`config.mk`:
```
export PLATFORM = sky130hd
export DESIGN_NAME = rom_ctrl_mux_multi
export DESIGN_NICKNAME = d
export VERILOG_FILES = /design/src/rtl/rom_ctrl_mux_multi.sv
export SDC_FILE = /design/constraint.sdc
export NUM_CORES = 1
export LEC_CHECK = 0
export CAP_MARGIN = 20
export CORE_MARGIN = 1
export CORE_UTILIZATION = 30
export DETAILED_ROUTE_END_ITERATION = 12
export MAX_ROUTING_LAYER = met4
export PLACE_DENSITY = 0.82
export SETUP_SLACK_MARGIN = 0.1
export SYNTH_ARGS = -nofsm -noshare
export SYNTH_HDL_FRONTEND = slang
export SYNTH_SLANG_ARGS = --single-unit
```
`constraint.sdc`:
```
create_clock -name clk_i -period 3.01 [get_ports clk_i]
set_input_delay 0.4515 -clock clk_i [delete_from_list [all_inputs] [get_ports clk_i]]
set_output_delay 0.4515 -clock clk_i [all_outputs]
set_load 0.005 [all_outputs]
```
`src/rtl/rom_ctrl_mux_multi.sv`:
```
// rom_ctrl_mux_multi: monotonic N-channel mux in front of the ROM with a
// response-tracking FIFO that returns each read response to the channel that
// issued it, plus a sticky fatal alert for select/ownership/tracking faults.
module rom_ctrl_mux_multi #(
  parameter int unsigned NumCh = 3,
  parameter int unsigned AW    = 8,
  parameter int unsigned DW    = 39,
  parameter int unsigned Depth = 2,
  localparam int unsigned IdxW = (NumCh > 1) ? $clog2(NumCh) : 1
) (
  input  logic                  clk_i,
  input  logic                  rst_i,
  input  logic [4*NumCh-1:0]    sel_i,
  input  logic [NumCh-1:0]      req_i,
  input  logic [AW*NumCh-1:0]   addr_i,
  output logic [NumCh-1:0]      gnt_o,
  output logic [NumCh-1:0]      rvalid_o,
  output logic [DW-1:0]         rdata_o,
  output logic [IdxW-1:0]       owner_o,
  output logic                  rom_req_o,
  output logic [AW-1:0]         rom_addr_o,
  input  logic [DW-1:0]         rom_rdata_i,
  input  logic                  rom_rvalid_i,
  output logic                  alert_o
);

  localparam int unsigned PtrW = (Depth > 1) ? $clog2(Depth) : 1;
  localparam int unsigned CntW = $clog2(Depth + 1);
  localparam logic [3:0]  MuBi4True  = 4'h6;
  localparam logic [3:0]  MuBi4False = 4'h9;

  logic [IdxW-1:0] owner_q, owner_qq, eff_owner, hi_in, head;
  logic [IdxW-1:0] mem_q [Depth];
  logic [PtrW-1:0] wptr_q, rptr_q, wptr_nxt, rptr_nxt;
  logic [CntW-1:0] cnt_q;
  logic            init_q, alert_q, alert_d;
  logic            sel_bad, owner_sel_true, reverted;
  logic            fifo_empty, fifo_full, gnt_ok, req_sel, push, pop, wr_en;

  // Decode selects: highest strictly-true channel, invalid encodings, owner still true
  always_comb begin
    hi_in          = '0;
    sel_bad        = 1'b0;
    owner_sel_true = 1'b0;
    for (int unsigned c = 1; c < NumCh; c++) begin
      if (sel_i[4*c +: 4] == MuBi4True) hi_in = IdxW'(c);
      if (sel_i[4*c +: 4] != MuBi4True && sel_i[4*c +: 4] != MuBi4False) sel_bad = 1'b1;
      if (IdxW'(c) == owner_q && sel_i[4*c +: 4] == MuBi4True) owner_sel_true = 1'b1;
    end
  end

  assign eff_owner  = (hi_in > owner_q) ? hi_in : owner_q;
  assign reverted   = (owner_q != '0) && !owner_sel_true;
  assign fifo_empty = (cnt_q == '0);
  assign fifo_full  = (cnt_q == CntW'(Depth));
  // Grants stay low until the first clock after reset so reset outputs are quiet
  assign gnt_ok     = init_q && (!fifo_full || rom_rvalid_i);
  assign head       = mem_q[rptr_q];
  assign pop        = rom_rvalid_i && !fifo_empty;
  assign push       = rom_req_o;
  assign wr_en      = push && (!fifo_full || pop);
  assign wptr_nxt   = (wptr_q == PtrW'(Depth - 1)) ? '0 : wptr_q + PtrW'(1);
  assign rptr_nxt   = (rptr_q == PtrW'(Depth - 1)) ? '0 : rptr_q + PtrW'(1);

  // Route grant, request and address for the effective owner only
  always_comb begin
    gnt_o      = '0;
    req_sel    = 1'b0;
    rom_addr_o = '0;
    for (int unsigned c = 0; c < NumCh; c++) begin
      if (IdxW'(c) == eff_owner) begin
        gnt_o[c]   = gnt_ok;
        req_sel    = req_i[c];
        rom_addr_o = addr_i[AW*c +: AW];
      end
    end
  end

  assign rom_req_o = req_sel && gnt_ok;

  // Steer the ROM response to the channel recorded at the FIFO head
  always_comb begin
    rvalid_o = '0;
    for (int unsigned c = 0; c < NumCh; c++) begin
      rvalid_o[c] = pop && (head == IdxW'(c));
    end
  end

  assign rdata_o = rom_rdata_i;

  // Fatal conditions: bad select, reverted select, owner regression, underflow, overflow
  assign alert_d = sel_bad || reverted || (owner_qq > owner_q) ||
                   (rom_rvalid_i && fifo_empty) || (push && fifo_full && !rom_rvalid_i);

  // Ownership, tracking FIFO and sticky alert state
  always_ff @(posedge clk_i or posedge rst_i) begin
    if (rst_i) begin
      init_q   <= 1'b0;
      owner_q  <= '0;
      owner_qq <= '0;
      alert_q  <= 1'b0;
      wptr_q   <= '0;
      rptr_q   <= '0;
      cnt_q    <= '0;
      for (int unsigned i = 0; i < Depth; i++) mem_q[i] <= '0;
    end else begin
      init_q   <= 1'b1;
      owner_q  <= eff_owner;
      owner_qq <= owner_q;
      alert_q  <= alert_q | alert_d;
      if (wr_en) begin
        mem_q[wptr_q] <= eff_owner;
        wptr_q        <= wptr_nxt;
      end
      if (pop) rptr_q <= rptr_nxt;
      if (wr_en && !pop)      cnt_q <= cnt_q + CntW'(1);
      else if (pop && !wr_en) cnt_q <= cnt_q - CntW'(1);
    end
  end

  assign owner_o = owner_q;
  assign alert_o = alert_q;

endmodule

```
==> run_results.csv <==
group,metric,value,unit
outcome,status,"finished, final reports clean",
cells_and_area,final_cell_area,0.00198,mm^2
clock_network,path_clk_slew,0.05,ns
sta,slew_viol_final,0,
synth,yosys-top-cells-area,"dfrtp_1 (25%), buf_4 (21%), nand3_1 (12%)",
clock_network,cts_buffers,3,
synth,syn_nets,261,
synth,ys_seq_elements,14,
power_and_ir_drop,cellLeakagePower,0.893,nW
floorplan,core,0.00438,mm^2
sta,period_share,0.966,
floorplan,die_y,69.9,um
synth,syn_area,0.00139,mm^2
worst_setup_path,regToRegSetupSlack,0.38,ns
clock_network,root_buffer,"clkbuf_8",
routing,wl,3680,um
global_route,track_usage,0.155,
worst_setup_path,cp-end-kind,"output pin",
cells_and_area,fin_nets,298,
routing,drcViolationCount,0,
global_route,grt_pass1_wl,6070,um
floorplan,fp.dieW,69.9,um
placed_design,gp_congestion,0.774,
worst_setup_path,worstSetupPathType,"input port to output pin",
placed_design,io_buffers,55,
sta,slew_headroom,0.639,
routing,drt-vias-per-instance,5.07,
synth,synth_edf_count,0,
clock_network,holdBufCountCts,0,
synth,syn_inst,174,
cells_and_area,syn_to_final_growth,43.0,%
floorplan,std_cell_rows,24,
synth,seq_area_frac_synth,0.253,
cells_and_area,n_fill_cell,431,
synth,synthArstFlopShare,1.00,
worst_setup_path,cp_slowest_cell,"or4b_4",
sta,clock_skew,0.00296,ns
cells_and_area,register_area,350,um^2
job,cap_violations,0,
global_route,grt_max_degree,21,
sta,max_freq,344,MHz
synth,synth_cell_types,42,
global_route,use_met2,0.266,
worst_setup_path,critPathLaunch,"sel_i[8]",
clock_network,cts_tree,"yes",
sta,hold_viol_final,0,
sta,tightest_slew,0.541,ns
global_route,top_usage_layer,"met2",
sta,setup_viol,0,
sta,min_period,2.91,ns
routing,vias,1329,
clock_network,cts.sinks,14,
worst_setup_path,arrival,2.45,ns
routing,ant_nets,0,
worst_setup_path,r2r_start,"owner_o[1]$_DFF_PP0_",
clock_network,clock_path_buffers,2,
global_route,antenna_found_initial,0,
worst_setup_path,cp.depth,10,
worst_setup_path,r2r_cells,11,
worst_setup_path,crit_fanout,8,
placed_design,dpl.hpwl,2610,um
clock_network,insertion_delay,0.25,ns
cells_and_area,final_util,0.452,
synth,yosys_warnings,0,
routing,drtIter0Drc,40,
floorplan,ios,138,
worst_setup_path,r2r_end,"cnt_q[1]$_DFFE_PP0P_",
routing,avgRoutedWirePerCell,14.1,um
worst_setup_path,cp_data_required_time,2.56,ns
sta,grt_setup_unrepaired,"true",
routing,drt_first_pass_iters,4,
cells_and_area,multi_input_area,777,um^2
worst_setup_path,critPathLaunchType,"input port",
global_route,overflow,0,
global_route,grt.met1_usage,0.179,
synth,synthFlopType,"dfrtp_1",
global_route,grt_pass1_vias,1312,
cells_and_area,diodes,0,
worst_setup_path,cp-endpoint,"rom_addr_o[7]",
floorplan,fp.dieArea,0.00489,mm^2
synth,avgSynthCellArea,7.96,um^2
clock_network,h-tree-depth,1,
synth,synth_top_area_cell,"dfrtp_1",
floorplan,initial_core_util,0.316,
worst_setup_path,cpPeakStageDelay,0.51,ns
placed_design,placed_area,0.00179,mm^2
power_and_ir_drop,report.power.total,0.000713,W
worst_setup_path,crit_buf_inv,3,
worst_setup_path,crit_family,"simple AND/OR/NAND/NOR gates",
power_and_ir_drop,peakVddDrop,0.000230,V
cells_and_area,layout-drive-gt1-share,0.338,
worst_setup_path,worstPathCellList,"buf_6 -> nand4bb_4 -> ha_4 -> o21ba_4 -> or4b_4 -> and2_4 -> buf_16 -> nand3_1 -> nand3_2 -> buf_2",
synth,synth_top_area_frac,0.253,
global_route,grt_use_met3,0.0433,
worst_hold_path,holdCritPathClass,"flip-flop to flip-flop",
power_and_ir_drop,powerDensity,360,mW/mm^2
Yosys cell counts, types with 2 or more instances:
cell type / instances
inv_1: 8
o21ai_0: 5
nor3_1: 4
nand2b_1: 2
a21oi_1: 6
o21a_1: 2
ha_1: 6
nand2_1: 5
o21ai_1: 2
nand3_1: 32
xnor2_1: 3
buf_2: 2
a31oi_1: 2
clkbuf_1: 5
xor2_1: 2
buf_4: 39
dfrtp_1: 14
nor2_1: 10
a211o_1: 2
worst min path at each step:
stage                          from                    end  slack [ns]  cells after the start
3_3_place_gp   owner_o[1]$_DFF_PP0_  owner_qq[1]$_DFF_PP0_        0.42                      0
2_1_floorplan                 rst_i      alert_o$_DFF_PP0_        0.34                      1
3_5_place_dp   owner_o[1]$_DFF_PP0_  owner_qq[1]$_DFF_PP0_        0.42                      0
6_report       owner_o[1]$_DFF_PP0_  owner_qq[1]$_DFF_PP0_        0.45                      0
4_1_cts        owner_o[1]$_DFF_PP0_  owner_qq[1]$_DFF_PP0_        0.44                      0
5_1_grt        owner_o[1]$_DFF_PP0_  owner_qq[1]$_DFF_PP0_        0.49                      0
report_power, final:
part | leakage (nW) | switching [W] | internal [W]
registers | 0.158 | 0.0000420 | 0.000220
logic | 0.707 | 0.000113 | 0.000157
clock network | 0.0288 | 0.0000657 | 0.000116
total | 0.893 | 0.000221 | 0.000493
cells in the final DEF (no fill, tap or decap), types with 4 or more instances in the layout:
| master | n |
|---|---|
| ha_1 | 4 |
| clkdlybuf4s50_1 | 35 |
| nor2_1 | 10 |
| nand3_2 | 13 |
| nand3_1 | 19 |
| buf_6 | 5 |
| dfrtp_1 | 14 |
| buf_2 | 15 |
| inv_1 | 7 |
| buf_4 | 18 |
| clkbuf_8 | 4 |
| nor3_1 | 4 |
| o21ai_0 | 5 |
| nand2_1 | 4 |
| a21oi_1 | 6 |
logic make-up after synthesis:
kind of cell,after synthesis,synth area share
simple gates,62,0.246
buf+inv,57,0.271
compound gates,28,0.135
flops,14,0.253
fa+ha+maj,6,0.0542
xor+xnor,5,0.0316
other cells,1,0.00271
mux,1,0.00723
routing by layer:
layer / part of all wire / vias to the layer above / routed length, um
met1: 0.42 / 631 / 1560
li1: - / 637 / -
met4: 0.0046 / 0 / 17
met5: 0 / - / 0
met3: 0.074 / 4 / 272
met2: 0.50 / 57 / 1830
flip-flops by register name (all words and copies together) (netlist names):
name      cells
alert_o       1
cnt_q         2
init_q        1
mem_q         4
owner_o       2
owner_qq      2
rptr_q        1
wptr_q        1
worst reg2reg max path, delay by kind of cell, from the launching register on:
| kind | cells | cell delay [ns] |
|---|---|---|
| AO/OA/AOI/OAI | 2 | 0.41 |
| XOR/XNOR | 2 | 0.26 |
| adder cells (fa/ha/maj) | 2 | 0.41 |
| buffers and inverters | 2 | 0.27 |
| flip-flops | 1 | 0.41 |
| AND/OR/NAND/NOR | 3 | 0.78 |
metrics by stage:
step / hold slack [ns] / TNS [ns] / instances / setup WS, ns
3_3_place_gp: 0.421 / -7.30 / 249 / -0.588
6_report: 0.450 / 0 / 262 / 0.104
2_1_floorplan: 0.341 / 0 / 174 / 0.201
5_1_grt: 0.486 / 0 / 262 / 0.0617
4_1_cts: 0.437 / 0 / 261 / 0.104
3_5_place_dp: 0.425 / -8.18 / 249 / -0.637
layout make-up:
type / instances / area share
clock buffer: 4 / 0.0278
multi-input combinational: 103 / 0.392
sequential: 14 / 0.177
inverter: 10 / 0.0215
timing repair buffer: 78 / 0.343
timing repair inverter: 1 / 0.00569
tap: 52 / 0.0328
repair_timing:
action / in CTS / in global routing
pin swaps: 13 / 10
setup endpoints to repair: 16 / 11
buffers inserted: 6 / 1
gates resized for setup: 89 / 15
cloned: 2 / 0
Note: power is estimated with default switching activity, not from simulation.
==> RTL edit: new RTL, same settings <==
Change the parameter `DW` from 39 to 78.
--- a/src/rtl/rom_ctrl_mux_multi.sv
+++ b/src/rtl/rom_ctrl_mux_multi.sv
@@ -5,5 +5,5 @@
   parameter int unsigned NumCh = 3,
   parameter int unsigned AW    = 8,
-  parameter int unsigned DW    = 39,
+  parameter int unsigned DW    = 78,
   parameter int unsigned Depth = 2,
   localparam int unsigned IdxW = (NumCh > 1) ? $clog2(NumCh) : 1
Ports: changed (resized rdata_o and rom_rdata_i); port bits go from 138 to 216. The function was not compared with the original's and may differ.
==> RTL edit against the unedited design <==
Global-route usage shrank 0.40 points; routed wire length rose by 20%; total power grew 1.6%; worst setup slack got worse by 84 ps; design area rose by 3.7%; synthesized area rose by 21%; critical path depth is 2 higher; sequential cell count unchanged; die area increased by 21%; clock skew rose by 3.0 ps; non-clock buffer count shrank 7; first-iteration DRC count increased by 40%; critical endpoint is now rom_addr_o[2]; largest cell class unchanged; highest routed layer unchanged.
==> RTL edit: results (changes against the unedited design) <==
- Worst R2R Setup Slack: 290 ps (-90 ps)
- Arr. time, crit path: 2540 ps (+90 ps)
- Clock skew: 5.92 ps (+2.96 ps)
- Hold Crit Depth: 1 (+1)
- Initial DRC count: 56 (+40%)
- Hold WS: 503 ps (+52.4 ps)
- Setup crit end: rom_addr_o[2]
- Largest net degree at the start of global routing: 23 (+9.5%)
- DP Area: 0.00181 sq mm (+0.70%)
- Synth top cells by count: 78 x buf_4, 32 x nand3_1, 14 x dfrtp_1
- Final nets: 330 (+11%)
- Cells after DPL: 264 (+6.0%)
- DP HPWL: 3120 microns (+20%)
- GPL Wtd Cong: 0.882 (+14%)
- Post-Place Setup Slack: -677 ps (-40.1 ps)
- Peak supply drop: 0.000114 V (-51%)
- First-pass GRT wire length: 6730 microns (+11%)
- Layout cells sized above 1: 36.9% (+3.1 points)
- Routed Wire Length: 4420 microns (+20%)
- Via/cell ratio: 4.92 (-3.0%)
- Fill cell count: 532 (+23%)
- Mapped Nets: 339 (+30%)
- Ranking of synthesized cells by area: buf_4 35%, dfrtp_1 21%, nand3_1 9.5%
- Status: finished clean
- Syn Area/Cell: 7.88 sq um (-1.0%)
- Gr usage total: 15.1% (-0.40 points)
- Seq/Total Area, Yosys: 20.9% (-4.4 points)
- CP Launch Point: sel_i[4]
RTL edit: changes by cell type after synthesis, sizes merged:
cell | unedited run | this run
buf | 42 | 81
RTL edit: logic make-up (layout without fill, tap and decap cells):
| group | Yosys count | after routing | share of synthesized area (%) |
|---|---|---|---|
| DFF | 14 | 14 | 20.9 |
| and+or+nand+nor | 62 | 62 | 20.3 |
| adders and majority gates | 6 | 6 | 4.47 |
| other | 1 | 1 | 0.223 |
| buffers and inverters | 96 | 86 | 39.8 |
| AOI/OAI and AO/OA | 28 | 28 | 11.1 |
| xor gates and xnor gates | 5 | 5 | 2.61 |
| muxes | 1 | 1 | 0.597 |
RTL edit: what timing repair did:
| item | CTS | global route |
|---|---|---|
| setup endpoints to repair | 16 | 12 |
| buffers inserted | 4 | 0 |
| resized for setup | 94 | 22 |
| pin swaps | 12 | 14 |
| gates cloned | 2 | 0 |
RTL edit: per-layer routing:
| metal | global-route usage [%] | share of wire [%] | vias to the layer above |
|---|---|---|---|
| li1 | - | - | 620 |
| met2 | 21.5 | 46 | 66 |
| met5 | - | 0 | - |
| met3 | 5.48 | 9.0 | 24 |
| met4 | 8.27 | 3.1 | 0 |
| met1 | 18.3 | 42 | 633 |
RTL edit: area by class of cell:
cell class	count	area [sq um]	area share, %
repair inverters	1	8.76	0.426
multi-input cells	103	851	41.4
inverters	10	50.0	2.44
repair buffers	71	652	31.7
well taps	70	87.6	4.26
flip-flops and latches	14	350	17.1
clock buffers	4	55.1	2.68
RTL edit: power by group:
group | total (mW) | leakage (nW) | switching (mW) | internal, mW
sequential | 0.265 | 0.158 | 0.0447 | 0.220
clock | 0.184 | 0.0288 | 0.0686 | 0.116
combinational | 0.276 | 0.715 | 0.119 | 0.157
total | 0.725 | 0.902 | 0.233 | 0.492
